===== src/rtl/fp_align_pkg.sv =====
// Shared types and field helpers for the FP operand-alignment pipeline.
// Helpers work on a wide container so any EXP_W/MAN_W up to 63 total bits fits.
package fp_align_pkg;

    typedef enum logic [2:0] {
        ZERO,
        SUB,
        NORM,
        INF,
        NAN
    } fp_class_t;

    localparam int unsigned DEF_EXP_W = 8;
    localparam int unsigned DEF_MAN_W = 23;
    localparam int unsigned SIG_W     = DEF_MAN_W + 4;
    localparam int unsigned MAX_W     = 64;

    typedef logic [MAX_W-1:0] fp_wide_t;

    function automatic fp_wide_t fp_field_exp(input fp_wide_t op, input int unsigned exp_w,
                                              input int unsigned man_w);
        fp_wide_t mask;
        mask = (fp_wide_t'(1) << exp_w) - fp_wide_t'(1);
        return (op >> man_w) & mask;
    endfunction

    function automatic fp_wide_t fp_field_man(input fp_wide_t op, input int unsigned man_w);
        fp_wide_t mask;
        mask = (fp_wide_t'(1) << man_w) - fp_wide_t'(1);
        return op & mask;
    endfunction

    function automatic logic fp_field_sign(input fp_wide_t op, input int unsigned exp_w,
                                           input int unsigned man_w);
        return |((op >> (exp_w + man_w)) & fp_wide_t'(1));
    endfunction

    function automatic fp_class_t fp_classify(input fp_wide_t exp, input fp_wide_t man,
                                              input int unsigned exp_w);
        fp_wide_t ones;
        ones = (fp_wide_t'(1) << exp_w) - fp_wide_t'(1);
        if (exp == '0) begin
            return (man == '0) ? ZERO : SUB;
        end else if (exp == ones) begin
            return (man == '0) ? INF : NAN;
        end
        return NORM;
    endfunction

endpackage


===== src/rtl/fp_align_pipe_shift_sticky.sv =====
// Right shifter with sticky collapse; shifts of SIG_W or more clamp to a lone sticky bit.
module fp_shift_sticky #(
    parameter int unsigned SIG_W = 27,
    parameter int unsigned SH_W  = 8
) (
    input  logic [SIG_W-1:0] i_sig,
    input  logic [SH_W-1:0]  i_sh,
    output logic [SIG_W-1:0] o_sig
);

    logic             w_clamp;
    logic             w_lost;
    logic [SIG_W-1:0] w_shifted;
    logic [SIG_W-1:0] w_lost_mask;

    assign w_clamp     = 32'(i_sh) >= SIG_W;
    assign w_shifted   = i_sig >> i_sh;
    assign w_lost_mask = ~({SIG_W{1'b1}} << i_sh);
    // Incoming S bit is either kept in place (shift 0) or folded in via w_lost.
    assign w_lost      = |(i_sig & w_lost_mask);

    always_comb begin
        o_sig = w_shifted;
        if (w_clamp) begin
            o_sig = {{(SIG_W-1){1'b0}}, |i_sig};
        end else begin
            o_sig = {w_shifted[SIG_W-1:1], w_shifted[0] | w_lost};
        end
    end

endmodule


===== src/rtl/fp_align_pipe.sv =====
// Two-stage FP adder operand alignment: stage 1 classifies and orders by magnitude,
// stage 2 shifts the smaller significand with guard/round/sticky. Valid/ready throughout.
module fp_align_pipe
    import fp_align_pkg::*;
#(
    parameter int unsigned EXP_W = DEF_EXP_W,
    parameter int unsigned MAN_W = DEF_MAN_W,
    parameter int unsigned TAG_W = 4
) (
    input  logic                     clk,
    input  logic                     reset,
    input  logic                     in_valid,
    output logic                     in_ready,
    input  logic [EXP_W+MAN_W:0]     in_a,
    input  logic [EXP_W+MAN_W:0]     in_b,
    input  logic [TAG_W-1:0]         in_tag,
    output logic                     out_valid,
    input  logic                     out_ready,
    output logic [EXP_W-1:0]         out_exp,
    output logic [MAN_W+3:0]         out_man_big,
    output logic [MAN_W+3:0]         out_man_small,
    output logic                     out_sign_big,
    output logic                     out_sign_small,
    output logic                     out_swapped,
    output logic                     out_eff_sub,
    output logic                     out_bypass,
    output logic [TAG_W-1:0]         out_tag
);

    localparam int unsigned SW    = MAN_W + 4;
    localparam int unsigned KEY_W = EXP_W + 1 + MAN_W;

    logic [EXP_W-1:0] w_a_exp, w_b_exp, w_a_eff_exp, w_b_eff_exp;
    logic [MAN_W-1:0] w_a_man, w_b_man;
    logic             w_a_sign, w_b_sign;
    fp_class_t        w_a_cls, w_b_cls;
    logic [KEY_W-1:0] w_a_key, w_b_key, w_big_key, w_small_key;
    logic             w_b_big;
    logic [EXP_W-1:0] w_diff;
    logic             w_bypass;
    logic             w_s1_adv, w_s2_adv;
    logic [SW-1:0]    w_s2_small;

    logic             r_s1_valid;
    logic [EXP_W-1:0] r_s1_exp;
    logic [EXP_W-1:0] r_s1_diff;
    logic [SW-1:0]    r_s1_sig_big;
    logic [SW-1:0]    r_s1_sig_small;
    logic             r_s1_sign_big, r_s1_sign_small;
    logic             r_s1_swapped, r_s1_eff_sub, r_s1_bypass;
    logic [TAG_W-1:0] r_s1_tag;

    logic             r_out_valid;
    logic [EXP_W-1:0] r_out_exp;
    logic [SW-1:0]    r_out_man_big, r_out_man_small;
    logic             r_out_sign_big, r_out_sign_small;
    logic             r_out_swapped, r_out_eff_sub, r_out_bypass;
    logic [TAG_W-1:0] r_out_tag;

    assign w_a_exp  = EXP_W'(fp_field_exp(fp_wide_t'(in_a), EXP_W, MAN_W));
    assign w_b_exp  = EXP_W'(fp_field_exp(fp_wide_t'(in_b), EXP_W, MAN_W));
    assign w_a_man  = MAN_W'(fp_field_man(fp_wide_t'(in_a), MAN_W));
    assign w_b_man  = MAN_W'(fp_field_man(fp_wide_t'(in_b), MAN_W));
    assign w_a_sign = fp_field_sign(fp_wide_t'(in_a), EXP_W, MAN_W);
    assign w_b_sign = fp_field_sign(fp_wide_t'(in_b), EXP_W, MAN_W);
    assign w_a_cls  = fp_classify(fp_wide_t'(w_a_exp), fp_wide_t'(w_a_man), EXP_W);
    assign w_b_cls  = fp_classify(fp_wide_t'(w_b_exp), fp_wide_t'(w_b_man), EXP_W);

    // Subnormals sit at effective exponent 1 with no hidden bit.
    assign w_a_eff_exp = (w_a_cls == SUB) ? EXP_W'(1) : w_a_exp;
    assign w_b_eff_exp = (w_b_cls == SUB) ? EXP_W'(1) : w_b_exp;
    assign w_a_key     = {w_a_eff_exp, (w_a_exp != '0), w_a_man};
    assign w_b_key     = {w_b_eff_exp, (w_b_exp != '0), w_b_man};

    assign w_b_big     = w_b_key > w_a_key;
    assign w_big_key   = w_b_big ? w_b_key : w_a_key;
    assign w_small_key = w_b_big ? w_a_key : w_b_key;
    assign w_diff      = w_big_key[KEY_W-1 -: EXP_W] - w_small_key[KEY_W-1 -: EXP_W];
    assign w_bypass    = (w_a_cls inside {ZERO, INF, NAN}) || (w_b_cls inside {ZERO, INF, NAN});

    assign w_s2_adv = !r_out_valid || out_ready;
    assign w_s1_adv = !r_s1_valid || w_s2_adv;
    assign in_ready = w_s1_adv;

    always_ff @(posedge clk) begin
        if (reset) begin
            r_s1_valid      <= 1'b0;
            r_s1_exp        <= '0;
            r_s1_diff       <= '0;
            r_s1_sig_big    <= '0;
            r_s1_sig_small  <= '0;
            r_s1_sign_big   <= 1'b0;
            r_s1_sign_small <= 1'b0;
            r_s1_swapped    <= 1'b0;
            r_s1_eff_sub    <= 1'b0;
            r_s1_bypass     <= 1'b0;
            r_s1_tag        <= '0;
        end else if (w_s1_adv) begin
            r_s1_valid <= in_valid;
            if (in_valid) begin
                r_s1_exp        <= w_big_key[KEY_W-1 -: EXP_W];
                r_s1_diff       <= w_diff;
                r_s1_sig_big    <= {w_big_key[MAN_W:0], 3'b000};
                r_s1_sig_small  <= {w_small_key[MAN_W:0], 3'b000};
                r_s1_sign_big   <= w_b_big ? w_b_sign : w_a_sign;
                r_s1_sign_small <= w_b_big ? w_a_sign : w_b_sign;
                r_s1_swapped    <= w_b_big;
                r_s1_eff_sub    <= w_a_sign ^ w_b_sign;
                r_s1_bypass     <= w_bypass;
                r_s1_tag        <= in_tag;
            end
        end
    end

    fp_shift_sticky #(
        .SIG_W (SW),
        .SH_W  (EXP_W)
    ) u_shift_sticky (
        .i_sig (r_s1_sig_small),
        .i_sh  (r_s1_diff),
        .o_sig (w_s2_small)
    );

    always_ff @(posedge clk) begin
        if (reset) begin
            r_out_valid      <= 1'b0;
            r_out_exp        <= '0;
            r_out_man_big    <= '0;
            r_out_man_small  <= '0;
            r_out_sign_big   <= 1'b0;
            r_out_sign_small <= 1'b0;
            r_out_swapped    <= 1'b0;
            r_out_eff_sub    <= 1'b0;
            r_out_bypass     <= 1'b0;
            r_out_tag        <= '0;
        end else if (w_s2_adv) begin
            r_out_valid <= r_s1_valid;
            if (r_s1_valid) begin
                r_out_exp        <= r_s1_exp;
                r_out_man_big    <= r_s1_sig_big;
                r_out_man_small  <= w_s2_small;
                r_out_sign_big   <= r_s1_sign_big;
                r_out_sign_small <= r_s1_sign_small;
                r_out_swapped    <= r_s1_swapped;
                r_out_eff_sub    <= r_s1_eff_sub;
                r_out_bypass     <= r_s1_bypass;
                r_out_tag        <= r_s1_tag;
            end
        end
    end

    assign out_valid      = r_out_valid;
    assign out_exp        = r_out_exp;
    assign out_man_big    = r_out_man_big;
    assign out_man_small  = r_out_man_small;
    assign out_sign_big   = r_out_sign_big;
    assign out_sign_small = r_out_sign_small;
    assign out_swapped    = r_out_swapped;
    assign out_eff_sub    = r_out_eff_sub;
    assign out_bypass     = r_out_bypass;
    assign out_tag        = r_out_tag;

endmodule


===== config.mk =====
export PLATFORM = sky130hd
export DESIGN_NAME = fp_align_pipe
export DESIGN_NICKNAME = d
export VERILOG_FILES = /design/src/rtl/fp_align_pkg.sv /design/src/rtl/fp_align_pipe_shift_sticky.sv /design/src/rtl/fp_align_pipe.sv
export SDC_FILE = /design/constraint.sdc
export NUM_CORES = 1
export LEC_CHECK = 0
export ABC_AREA = 1
export CORE_MARGIN = 3
export CORE_UTILIZATION = 58
export DETAILED_ROUTE_END_ITERATION = 7
export PLACE_DENSITY = 0.86
export SYNTH_ARGS = -nofsm -noshare
export SYNTH_HDL_FRONTEND = slang
export SYNTH_SLANG_ARGS = --single-unit

===== constraint.sdc =====
create_clock -name clk -period 5.97 [get_ports clk]
set_input_delay 1.194 -clock clk [delete_from_list [all_inputs] [get_ports clk]]
set_output_delay 1.194 -clock clk [all_outputs]
set_load 0.03 [all_outputs]

* After elaboration in Yosys (flattened, before gate mapping)
Cells that the tools add are included.
** Word-level totals
- Register bits :: 143
- Bits in latches :: 0
- RAM bits :: 0
- Bits in read-only memories :: 0
- Bits of input ports :: 72
- Output and inout bits :: 73
- Word-level logic and storage cells :: 78
- Memories kept :: 0
** Cells by class
- $add $sub $neg :: 1
- Multipliers :: 0
- Divide/modulo/power cells :: 0
- Order comparisons :: 2
- Equal/unequal tests :: 8
- Shift operators :: 2
- Mux-type cells :: 21
- Bitwise logic cells :: 4
- Reduce and logical (&&, ||, !) cells :: 19
** Operators with widths (number)
- $mux W32 :: 2
- $logic_not A23 Y1 :: 2
- $gt A32 B32 Y1 :: 1
- $and A27 B27 Y27 :: 1
- $mux W27 :: 1
- $not A27 Y27 :: 1
- $reduce_or A27 Y1 :: 1
- $shl A27 B8 Y27 const A :: 1
- $shr A27 B8 Y27 :: 1
- $mux W3 :: 8
- $reduce_or A24 Y1 :: 1
- $eq A8 B8 Y1 const B :: 2
- $logic_not A8 Y1 :: 2
- $mux W8 :: 2
- $reduce_bool A8 Y1 :: 2
- $ge A8 B5 Y1 const B :: 1
- $mux W1 :: 8
- $sub A8 B8 Y8 :: 1
- $eq A3 B1 Y1 const B :: 2
- $eq A3 B2 Y1 const B :: 2
- $eq A3 B3 Y1 const B :: 2
- $logic_not A3 Y1 :: 2
- $reduce_bool A3 Y1 :: 2
- $reduce_and A2 Y1 :: 2
- other kinds (4) :: 7

* Longest topological paths before layout
Gate-level depths: netlist (run 1).
- Depth after elaboration :: 10
- Mapped depth :: 27

* Hierarchy
A second synthesis (run 1) with hierarchy kept.
** Unflattened totals
- Cell total of the unflattened synthesis :: 1429
- Area, all modules :: 8949.8 µm²
** Modules (own cells, without submodules)
- fp_align_pipe :: instances 1, cells an instance 999, area each 6990.5 µm², seq. area each 2862.7 µm²
- fp_shift_sticky :: instances 1, cells an instance 430, area each 1959.4 µm², seq. area each 0.0 µm²

* Worst setup path before layout (run 1)
No wires, ideal clock.
- Path kind :: input -> register
- Start :: input port in_a[26]
- End :: register r_s1_diff[4]
- Data arrival time :: 3.442 ns
- Path slack :: 2.415 ns
- Cell stages on the path :: 23
- Buffers on the path :: 0
- Cells stage by stage :: inv_1 -> nand4_1 -> nor2_1 -> nand2_1 -> nand2_1 -> inv_1 -> ha_1 -> nand4_2 -> a21oi_1 -> nor2_2 -> nand2_4 -> nand2_4 -> nand2_1 -> nand3_1 -> ha_1 -> inv_1 -> nand2_1 -> nand2_1 -> nand3_1 -> nand2_1 -> nand2_1 -> o21ai_1 -> inv_1
** On the way
- Word-level cells in the longest chain between the ends :: 9
- Elaborated cells on any way between the ends :: 13
** Ends and longest elaborated chain
- start, declared :: RTL line fp_align_pipe.sv:14 : input logic [EXP_W+MAN_W:0] in_a,
- $eq A8 B8 Y1 :: RTL line fp_align_pkg.sv:44 : end else if (exp == ones) begin
- $mux W1 :: RTL line fp_align_pkg.sv:44
- $mux W1 :: RTL line fp_align_pkg.sv:42 : if (exp == '0) begin
- $mux W3 :: RTL line fp_align_pkg.sv:47 : return NORM;
- $eq A3 B1 Y1 :: RTL line fp_align_pipe.sv:70 : assign w_a_eff_exp = (w_a_cls == SUB) ? EXP_W'(1) : w_a_exp;
- $mux W8 :: RTL line fp_align_pipe.sv:70
- $gt A32 B32 Y1 :: RTL line fp_align_pipe.sv:75 : assign w_b_big = w_b_key > w_a_key;
- $mux W32, on equally long branches :: RTL line fp_align_pipe.sv:76, fp_align_pipe.sv:77
- $sub A8 B8 Y8 (*) :: RTL line fp_align_pipe.sv:78 : assign w_diff = w_big_key[KEY_W-1 -: EXP_W] - w_small_key[KEY_W-1 -: EXP_W];
- end signal, assigned :: RTL line fp_align_pipe.sv:102 : r_s1_diff <= w_diff;
- end, declared :: RTL line fp_align_pipe.sv:46 : logic [EXP_W-1:0] r_s1_diff;
Mark *: on every way between the ends. The rest lies on a longest branch, timed or not.
A chain may end at the register's enable or synchronous reset.

* Final worst setup path (run 1)
- Start :: input port in_a[24]
- End :: register r_s1_diff[4]
The elaborated chain is that of the path after synthesis.

==> flow_summary.ini, run 1 <==
[run_status]
outcome = finished clean

[critical_path]
worst-path-buf-inv = 5
cp_slowest_stage_delay_ns = 0.52
crit_type = input pin to register
path_cells = clkdlybuf4s50_1 > inv_2 > nand4_1 > nor2_1 > nand2_1 > nand2_1 > inv_1 > ha_1 > nand4_2 > a21oi_1 > nor2_2 > nand2_4 > nand2_4 > nand2_1 > nand3_1 > ha_1 > inv_1 > nand2_1 > nand2_1 > nand3_1 > nand2_1 > nand2_1 > o21ai_1 > inv_1
crit_path_top_delay_cell = clkdlybuf4s50_1
worstSetupStartpointType = input pin
cp.arrival_ns = 4.76
critPathTopFamily = simple AND/OR/NAND/NOR gates
cp_common_cell = nand2_1
end_kind = register
cp_max_fo = 37
required_ns = 6.29

[logic_synthesis]
ys.flop_type = dfxtp_1
yosys_warnings = 0
ys_seq_area_share_pct = 33.49
synth_cell_types = 52
async_flop_share_pct = 0
syn_area_per_cell_um2 = 6.500
syn_inst = 1315
synth.cell_area_mm2 = 0.008547
synth_edf_count = 0
synth_seq_cells = 143

[pwr]
internal_power_mw = 1.929
cellPowerDensity_mw_per_mm2 = 282.8
p_sw_mw = 1.034
swShare_pct = 34.89
clkPwrFrac_pct = 37.5
comb_power_share_pct = 25.9
p_leak_nw = 4.474
ir_worst_vdd_mv = 0.2631
power_frac_seq_pct = 36.6

[clock_tree]
cts.sinks = 143
cts.clk_slew.worst_paths_ns = 0.07
ctsHtreeMaxLevel = 4
ctsHoldBuffers = 0
clock-root-buffer = clkbuf_16
cts_buffers = 17
cts-resized-gates = 0
postCtsSetupBuffers = 0
clkLatencyLatePin_ns = 0.43
clockBufferDepth = 2
cts_tree = built

[final_layout]
layout_commonest_cell = nand2_1
mostFrequentLayoutCells = nand2_1, a21oi_1, dfxtp_1
nets = 1502
fin_util_pct = 74.03
fin_cells = 1591
num_antenna_cells = 0
area_growth_syn_to_layout_pct = 22.56
drive_gt1_share_pct = 4.819
fillers = 1175

[sta]
skew_ns = 0.01408
rsz0062_at_grt = false
fin_crit_sh_pct = 74.27
fin_crit_ns = 4.434
slew_violations = 0
tightestPinTransition_ns = 1.071
max_slew_margin_pct = 28.47
hold_viol_final = 0
fmax_ghz = 0.2255
setup_tns_ns = 0
setup_viol = 0

[global_route]
grt_pass1_wl_mm = 43.53
grt_usage_pct = 33.51
grt_max_degree = 79
grt_overflow = 0
antenna_found_initial = 0
grt_pass1_vias = 8753

[routing]
drt_iter0_markers = 1023
vias = 9489
routed_wl_mm = 27.41
final_antenna_net_count = 0
drc = 0
first_pass_iters = 8
vias_per_cell = 5.964
post_drt_wl_per_cell_um = 17.23

[die]
core_mm2 = 0.01415
initial_utilization_pct = 60.40
fp.dieH_um = 127.4
num_rows = 43
chipWidth_um = 127.4
die_area_mm2 = 0.01623
ios = 145

[flow_run]
max_cap_violations = 0

[placed_design]
hpwl_mm = 19.95
port-buffer-count = 141
place_congestion = 1.036
dpl.cell_count = 1559

[worst_hold_path]
hp-class = register to register
## layer usage
layer | track usage [%] | wire (um) | vias up
met5 | 0 | 0 | -
met4 | 11.42 | 821 | 0
met3 | 7.107 | 2599 | 69
met2 | 56.24 | 13060 | 524
met1 | 42.87 | 10930 | 4350
li1 | - | - | 4546
## registers in the layout (all words and copies together), names as in the netlist, 4 cells and up
name,flops
out_man_small,27
out_man_big,24
r_s1_sig_big,24
r_s1_sig_small,24
out_exp,8
r_s1_diff,8
r_s1_exp,8
out_tag,4
r_s1_tag,4
## through the flow
| step | setup slack (ns) | cell area [um^2] | power [mW] | hold slack (ns) |
|---|---|---|---|---|
| floorplan | 2.415 | 8554 | 1.604 | 0.4238 |
| CTS | 1.584 | 10480 | 2.953 | 0.4531 |
| global route | 1.177 | 10480 | 3.094 | 0.4775 |
| detailed placement | 1.191 | 9858 | 1.848 | 0.4401 |
| finish | 1.536 | 10480 | 2.963 | 0.4528 |
| global placement | 1.291 | 9858 | 1.838 | 0.4361 |
## synthesized netlist by cell type, types with 10 or more instances
cell,number,area [um^2]
o21ai_1,35,175.2
o21ai_0,133,665.6
o211ai_1,20,150.1
clkbuf_1,63,236.5
inv_1,139,521.8
nand2_1,279,1047
ha_1,32,400.4
nand3_1,39,195.2
buf_2,12,60.06
a31oi_1,10,62.56
dfxtp_1,143,2863
nor2_1,136,510.5
a21oi_1,159,795.8
nand4_1,25,156.4
## worst reg2reg max path, delay by kind of cell, from the launching register on
family	cells	cell delay, ns
flip-flops	1	1.03
AO/OA/AOI/OAI	5	0.98
buffers and inverters	1	0.94
AND/OR/NAND/NOR	4	0.34
## power by group through the flow
| stage | combinational (mW) | sequential [mW] | clock, mW |
|---|---|---|---|
| floorplan | 0.468 | 1.14 | 0 |
| global placement | 0.738 | 1.10 | 0 |
| detailed placement | 0.746 | 1.10 | 0 |
| CTS | 0.753 | 1.08 | 1.12 |
| global route | 0.846 | 1.09 | 1.16 |
| finish | 0.767 | 1.08 | 1.11 |
## worst paths after layout
check                          end          from  depth (start not counted)  slack (ns)
setup / recovery      r_s1_diff[4]      in_a[24]                         24        1.54
hold / removal          out_exp[4]   r_s1_exp[4]                          2        0.45
setup reg to reg  out_man_small[0]  r_s1_diff[2]                         10        2.61
hold reg to reg         out_exp[4]   r_s1_exp[4]                          2        0.45
## cell type report
cell class	instances	area, um^2	area share (%)
Multi-Input combinational cell	942	4760	45.44
Inverter	145	544.3	5.196
Tap cell	180	225.2	2.150
Clock inverter	15	191.4	1.828
Timing Repair Buffer	149	1466	14.00
Sequential cell	143	2863	27.33
Clock buffer	17	425.4	4.061
## kinds of logic (layout without fill, tap and decap cells)
group                    after synthesis  count (layout)  share of synthesized area, %
AND/OR/NAND/NOR                      505             505                         24.68
multiplexers                           5               5                        0.5856
AO/OA/AOI/OAI                        394             394                         25.18
other                                  1               3                       0.04388
XOR/XNOR                               3               3                        0.3075
buffers and inverters                232             326                         11.02
flip-flops                           143             143                         33.49
adder cells (fa/ha/maj)               32              32                         4.684
Note: power is estimated with default switching activity, not from simulation.
==> run 2, diff against run 1 <==
--- a/config.mk
+++ b/config.mk
@@ -7,9 +7,9 @@
 export LEC_CHECK = 0
 export ABC_AREA = 1
 export CORE_MARGIN = 3
-export CORE_UTILIZATION = 58
+export CORE_UTILIZATION = 54
 export DETAILED_ROUTE_END_ITERATION = 7
-export PLACE_DENSITY = 0.86
+export PLACE_DENSITY = 0.81
 export SYNTH_ARGS = -nofsm -noshare
 export SYNTH_HDL_FRONTEND = slang
 export SYNTH_SLANG_ARGS = --single-unit
==> constraint.sdc (replaced) <==
create_clock -name clk -period 4.4 [get_ports clk]
set_input_delay 0.88 -clock clk [delete_from_list [all_inputs] [get_ports clk]]
set_output_delay 0.88 -clock clk [all_outputs]
set_load 0.03 [all_outputs]
==> flow_summary.ini, run 2 (synthesis gave the netlist of run 1 again) <==
[run_status]
outcome = finished clean

[routing]
final_antenna_net_count = 0
first_pass_iters = 5
vias = 9264
drc = 0
routed_wl_mm = 26.69
post_drt_wl_per_cell_um = 16.35
drt_iter0_markers = 990
vias_per_cell = 5.676

[sta]
slew_violations = 0
tightestPinTransition_ns = 1.159
setup_tns_ns = 0
fin_crit_ns = 3.869
skew_ns = 0.008636
fmax_ghz = 0.2584
setup_viol = 0
max_slew_margin_pct = 22.73
hold_slack_ns = 0.4543
rsz0062_at_grt = false
hold_viol_final = 0
fin_crit_sh_pct = 87.94

[global_route]
grt_overflow = 0
antenna_found_initial = 0
grt_usage_pct = 29.94
grt_pass1_wl_mm = 42.64
grt_max_degree = 114
grt_pass1_vias = 8546

[clock_tree]
cts_tree = built
ctsHtreeMaxLevel = 4
cts_buffers = 17
cts-resized-gates = 0
clkLatencyLatePin_ns = 0.43
clockBufferDepth = 2
clock-root-buffer = clkbuf_16
postCtsSetupBuffers = 0
ctsHoldBuffers = 0
cts.clk_slew.worst_paths_ns = 0.07
cts.sinks = 143

[final_layout]
area_growth_syn_to_layout_pct = 24.24
layout_commonest_cell = nand2_1
drive_gt1_share_pct = 5.489
mostFrequentLayoutCells = nand2_1, a21oi_1, dfxtp_1
fin_cells = 1632
nets = 1512
largest_register_ffs = 27
num_antenna_cells = 0

[worst_hold_path]
whs_path_depth = 2
hp-class = register to register
min_to = out_exp[3]
hp-start = r_s1_exp[3]

[die]
core_mm2 = 0.01537
num_rows = 45
fp.dieH_um = 131.8
ios = 145
chipWidth_um = 131.8
die_area_mm2 = 0.01737
initial_utilization_pct = 55.60

[placed_design]
port-buffer-count = 141
dpl.cell_count = 1600
hpwl_mm = 19.46
place_congestion = 0.9500

[critical_path]
r2r_end = out_man_small[0]
r2r_start = r_s1_diff[0]
crit_type = input pin to register
cp_max_fo = 14
worst_r2r_path_depth = 11
end_kind = register
required_ns = 4.72
worstSetupStartpointType = input pin
rrSetupSlack_ns = 1.57
cp.arrival_ns = 4.19

[pwr]
totalPowerFinal_mw = 3.995
p_leak_nw = 4.526
ir_worst_vdd_mv = 0.2682
cellPowerDensity_mw_per_mm2 = 376.3

[flow_run]
max_cap_violations = 0
[run 2: cell count changes in the layout (fill, tap and decap cells not counted), sizes merged]
cell / change
clkinvlp: -1
clkinv: +6
buf: +10
inv: -3
bufinv: -2
[run 2: worst max-delay path, cell delays in order]
cell and delay [ns]:
clkdlybuf4s50_1 0.49, inv_1 0.15, nand3_1 0.09, nor2_1 0.17, inv_1 0.12, ha_1 0.32, nand2_1 0.07, nor2_1 0.16
nand4_1 0.20, nor2_4 0.19, nand2_1 0.10, nand2_4 0.10, nand2_4 0.13, nand2_1 0.10, nand3_1 0.14, ha_1 0.22
inv_1 0.05, nand2_1 0.08, nand2_1 0.07, nand3_1 0.08, nand2_1 0.07, nand2_1 0.05, o21ai_1 0.11, inv_1 0.04
[run 2: metal layers]
metal  GRT usage [%]  share of wire, %  vias to the layer above
met4           8.926               2.0                        0
met1           40.42                44                     4247
li1                -                 -                     4572
met3           6.107               8.0                       45
met5               0                 0                        -
met2           48.71                46                      400
[run 2: final cells by class]
cell class,count,area [um^2]
multi-input cells,942,4760
fillers,1382,4752
flip-flops and latches,143,2863
repair buffers,159,1554
inverters,145,544.3
clock buffers,17,425.4
well taps,211,264.0
clock inverters,15,209.0
[run 2: worst max-delay path by stage]
stage | from | to | cells past startpoint
global route | in_b[29] | r_s1_diff[4] | 24
finish | in_b[28] | r_s1_diff[4] | 24
floorplan | in_a[26] | r_s1_diff[4] | 23
global placement | in_b[28] | r_s1_diff[4] | 24
detailed placement | in_b[28] | r_s1_diff[4] | 24
CTS | in_b[29] | r_s1_diff[4] | 24
[run 2: per-stage QoR]
stage | instance area, um^2 | util [%] | setup WS, ns
floorplan | 8554 | - | 1.159
global placement | 9985 | 64.96 | 0.2345
detailed placement | 9985 | 64.96 | 0.1630
CTS | 10620 | 69.08 | 0.5605
global route | 10620 | 69.08 | 0.1481
finish | 10620 | 69.08 | 0.5306
[run 2: power by group]
part / switching [mW] / internal, mW / total (mW)
Clock: 0.697 / 0.781 / 1.48
Combinational: 0.674 / 0.371 / 1.05
Sequential: 0.0801 / 1.39 / 1.47
Total: 1.45 / 2.54 / 4.00
==> run 3, diff against run 2 <==
--- a/config.mk
+++ b/config.mk
@@ -6,6 +6,7 @@
 export NUM_CORES = 1
 export LEC_CHECK = 0
 export ABC_AREA = 1
+export CAP_MARGIN = 20
 export CORE_MARGIN = 3
 export CORE_UTILIZATION = 54
 export DETAILED_ROUTE_END_ITERATION = 7
==> flow_summary.ini, run 3 (synthesis gave the netlist of run 1 again) <==
[clock_tree]
clockBufferDepth = 2
postCtsSetupBuffers = 0
clkLatencyLatePin_ns = 0.43
ctsHtreeMaxLevel = 4
cts-resized-gates = 0
cts_tree = built
clock-root-buffer = clkbuf_16
cts.sinks = 143
ctsHoldBuffers = 0
cts_buffers = 17
cts.clk_slew.worst_paths_ns = 0.07

[final_layout]
mostFrequentLayoutCells = nand2_1, a21oi_1, dfxtp_1
layout_commonest_cell = nand2_1
area_growth_syn_to_layout_pct = 24.56
nets = 1513
multi_input_area_mm2 = 0.004760
largest_register_ffs = 27
final-seq-area_mm2 = 0.002863
num_antenna_cells = 0
fillers = 1375
drive_gt1_share_pct = 5.556
fin_util_pct = 69.26
stdcell_area_mm2 = 0.01065

[critical_path]
cp.arrival_ns = 4.19
worst_r2r_path_depth = 12
worstSetupStartpointType = input pin
cp_max_fo = 14
crit_type = input pin to register
r2r_start = r_s1_diff[0]
end_kind = register
rrSetupSlack_ns = 1.58
required_ns = 4.72
r2r_end = out_man_small[0]

[placed_design]
place_area_mm2 = 0.009985
place_congestion = 0.9500
place_ws_ns = 0.1630
port-buffer-count = 141
hpwl_mm = 19.46

[sta]
fmax_ghz = 0.2590
slew_violations = 0
skew_ns = 0.009425
setup_viol = 0
hold_slack_ns = 0.4564
setup_tns_ns = 0
fin_crit_ns = 3.860
rsz0062_at_grt = false
fin_crit_sh_pct = 87.73
max_slew_margin_pct = 24.71
tightestPinTransition_ns = 1.128
hold_viol_final = 0
setup_ws_ns = 0.5397

[routing]
drt_iter0_markers = 967
final_antenna_net_count = 0
post_drt_wl_per_cell_um = 16.36
routed_wl_mm = 26.72
vias_per_cell = 5.705
vias = 9316
drc = 0
first_pass_iters = 8

[die]
ios = 145
initial_utilization_pct = 55.60
num_rows = 45
die_area_mm2 = 0.01737
fp.dieH_um = 131.8
chipWidth_um = 131.8
core_mm2 = 0.01537

[global_route]
grt_pass1_vias = 8546
antenna_found_initial = 0
grt_usage_pct = 29.94
grt_pass1_wl_mm = 42.64
grt_max_degree = 114
grt_overflow = 0

[pwr]
p_leak_nw = 4.538
cellPowerDensity_mw_per_mm2 = 375.5
ir_worst_vdd_mv = 0.2707

[run_status]
outcome = finished clean

[worst_hold_path]
whs_path_depth = 2
min_to = out_exp[3]
hp-start = r_s1_exp[3]
hp-class = register to register

[flow_run]
max_cap_violations = 0
run 3: changes by cell type in the layout (fill, tap and decap cells not counted):
cell,change
buf_16,+1
run 3: metrics by stage:
step           power [mW]  std cells
2_1_floorplan       2.177       1317
3_3_place_gp        2.507       1600
3_5_place_dp        2.519       1600
4_1_cts             3.987       1632
5_1_grt             4.187       1633
6_report            3.998       1633
run 3: cell type report:
cell class | instances | area share [%]
multi-input combinational | 942 | 44.71
sequential | 143 | 26.89
timing repair buffer | 160 | 14.85
inverter | 145 | 5.112
clock buffer | 17 | 3.996
tap | 211 | 2.480
clock inverter | 15 | 1.963
run 3: how the worst max path moves through the flow:
stage,from,endpoint,cells after the start
floorplan,in_a[26],r_s1_diff[4],23
global placement,in_b[28],r_s1_diff[4],24
finish,in_b[25],r_s1_diff[4],24
global route,in_b[29],r_s1_diff[4],24
detailed placement,in_b[28],r_s1_diff[4],24
CTS,in_b[29],r_s1_diff[4],24
run 3: worst max-delay path, stage by stage:
cell	delay, ns
clkdlybuf4s50_1	0.49
inv_1	0.14
nand4_1	0.11
nor2_1	0.16
inv_1	0.12
ha_1	0.32
nand2_1	0.07
nor2_1	0.17
nand4_1	0.19
nor2_4	0.18
nand2_1	0.10
nand2_4	0.11
nand2_4	0.13
nand2_1	0.10
nand3_1	0.14
ha_1	0.22
inv_1	0.05
nand2_1	0.08
nand2_1	0.07
nand3_1	0.08
nand2_1	0.07
nand2_1	0.05
o21ai_1	0.11
inv_1	0.04
run 3: power by group:
group          internal [mW]  total [mW]  switching, mW
clock network          0.781        1.48          0.697
registers               1.39        1.47         0.0807
logic                  0.373        1.05          0.674
total                   2.55        4.00           1.45
run 3: metal layers:
| metal | part of all wire (%) | vias up | wire (um) | global-route usage, % |
|---|---|---|---|---|
| met1 | 43 | 4267 | 11520 | 40.42 |
| met3 | 9.2 | 49 | 2454 | 6.107 |
| met5 | 0 | - | 0 | 0 |
| met2 | 46 | 423 | 12210 | 48.71 |
| met4 | 2.0 | 0 | 543 | 8.926 |
| li1 | - | 4577 | - | - |
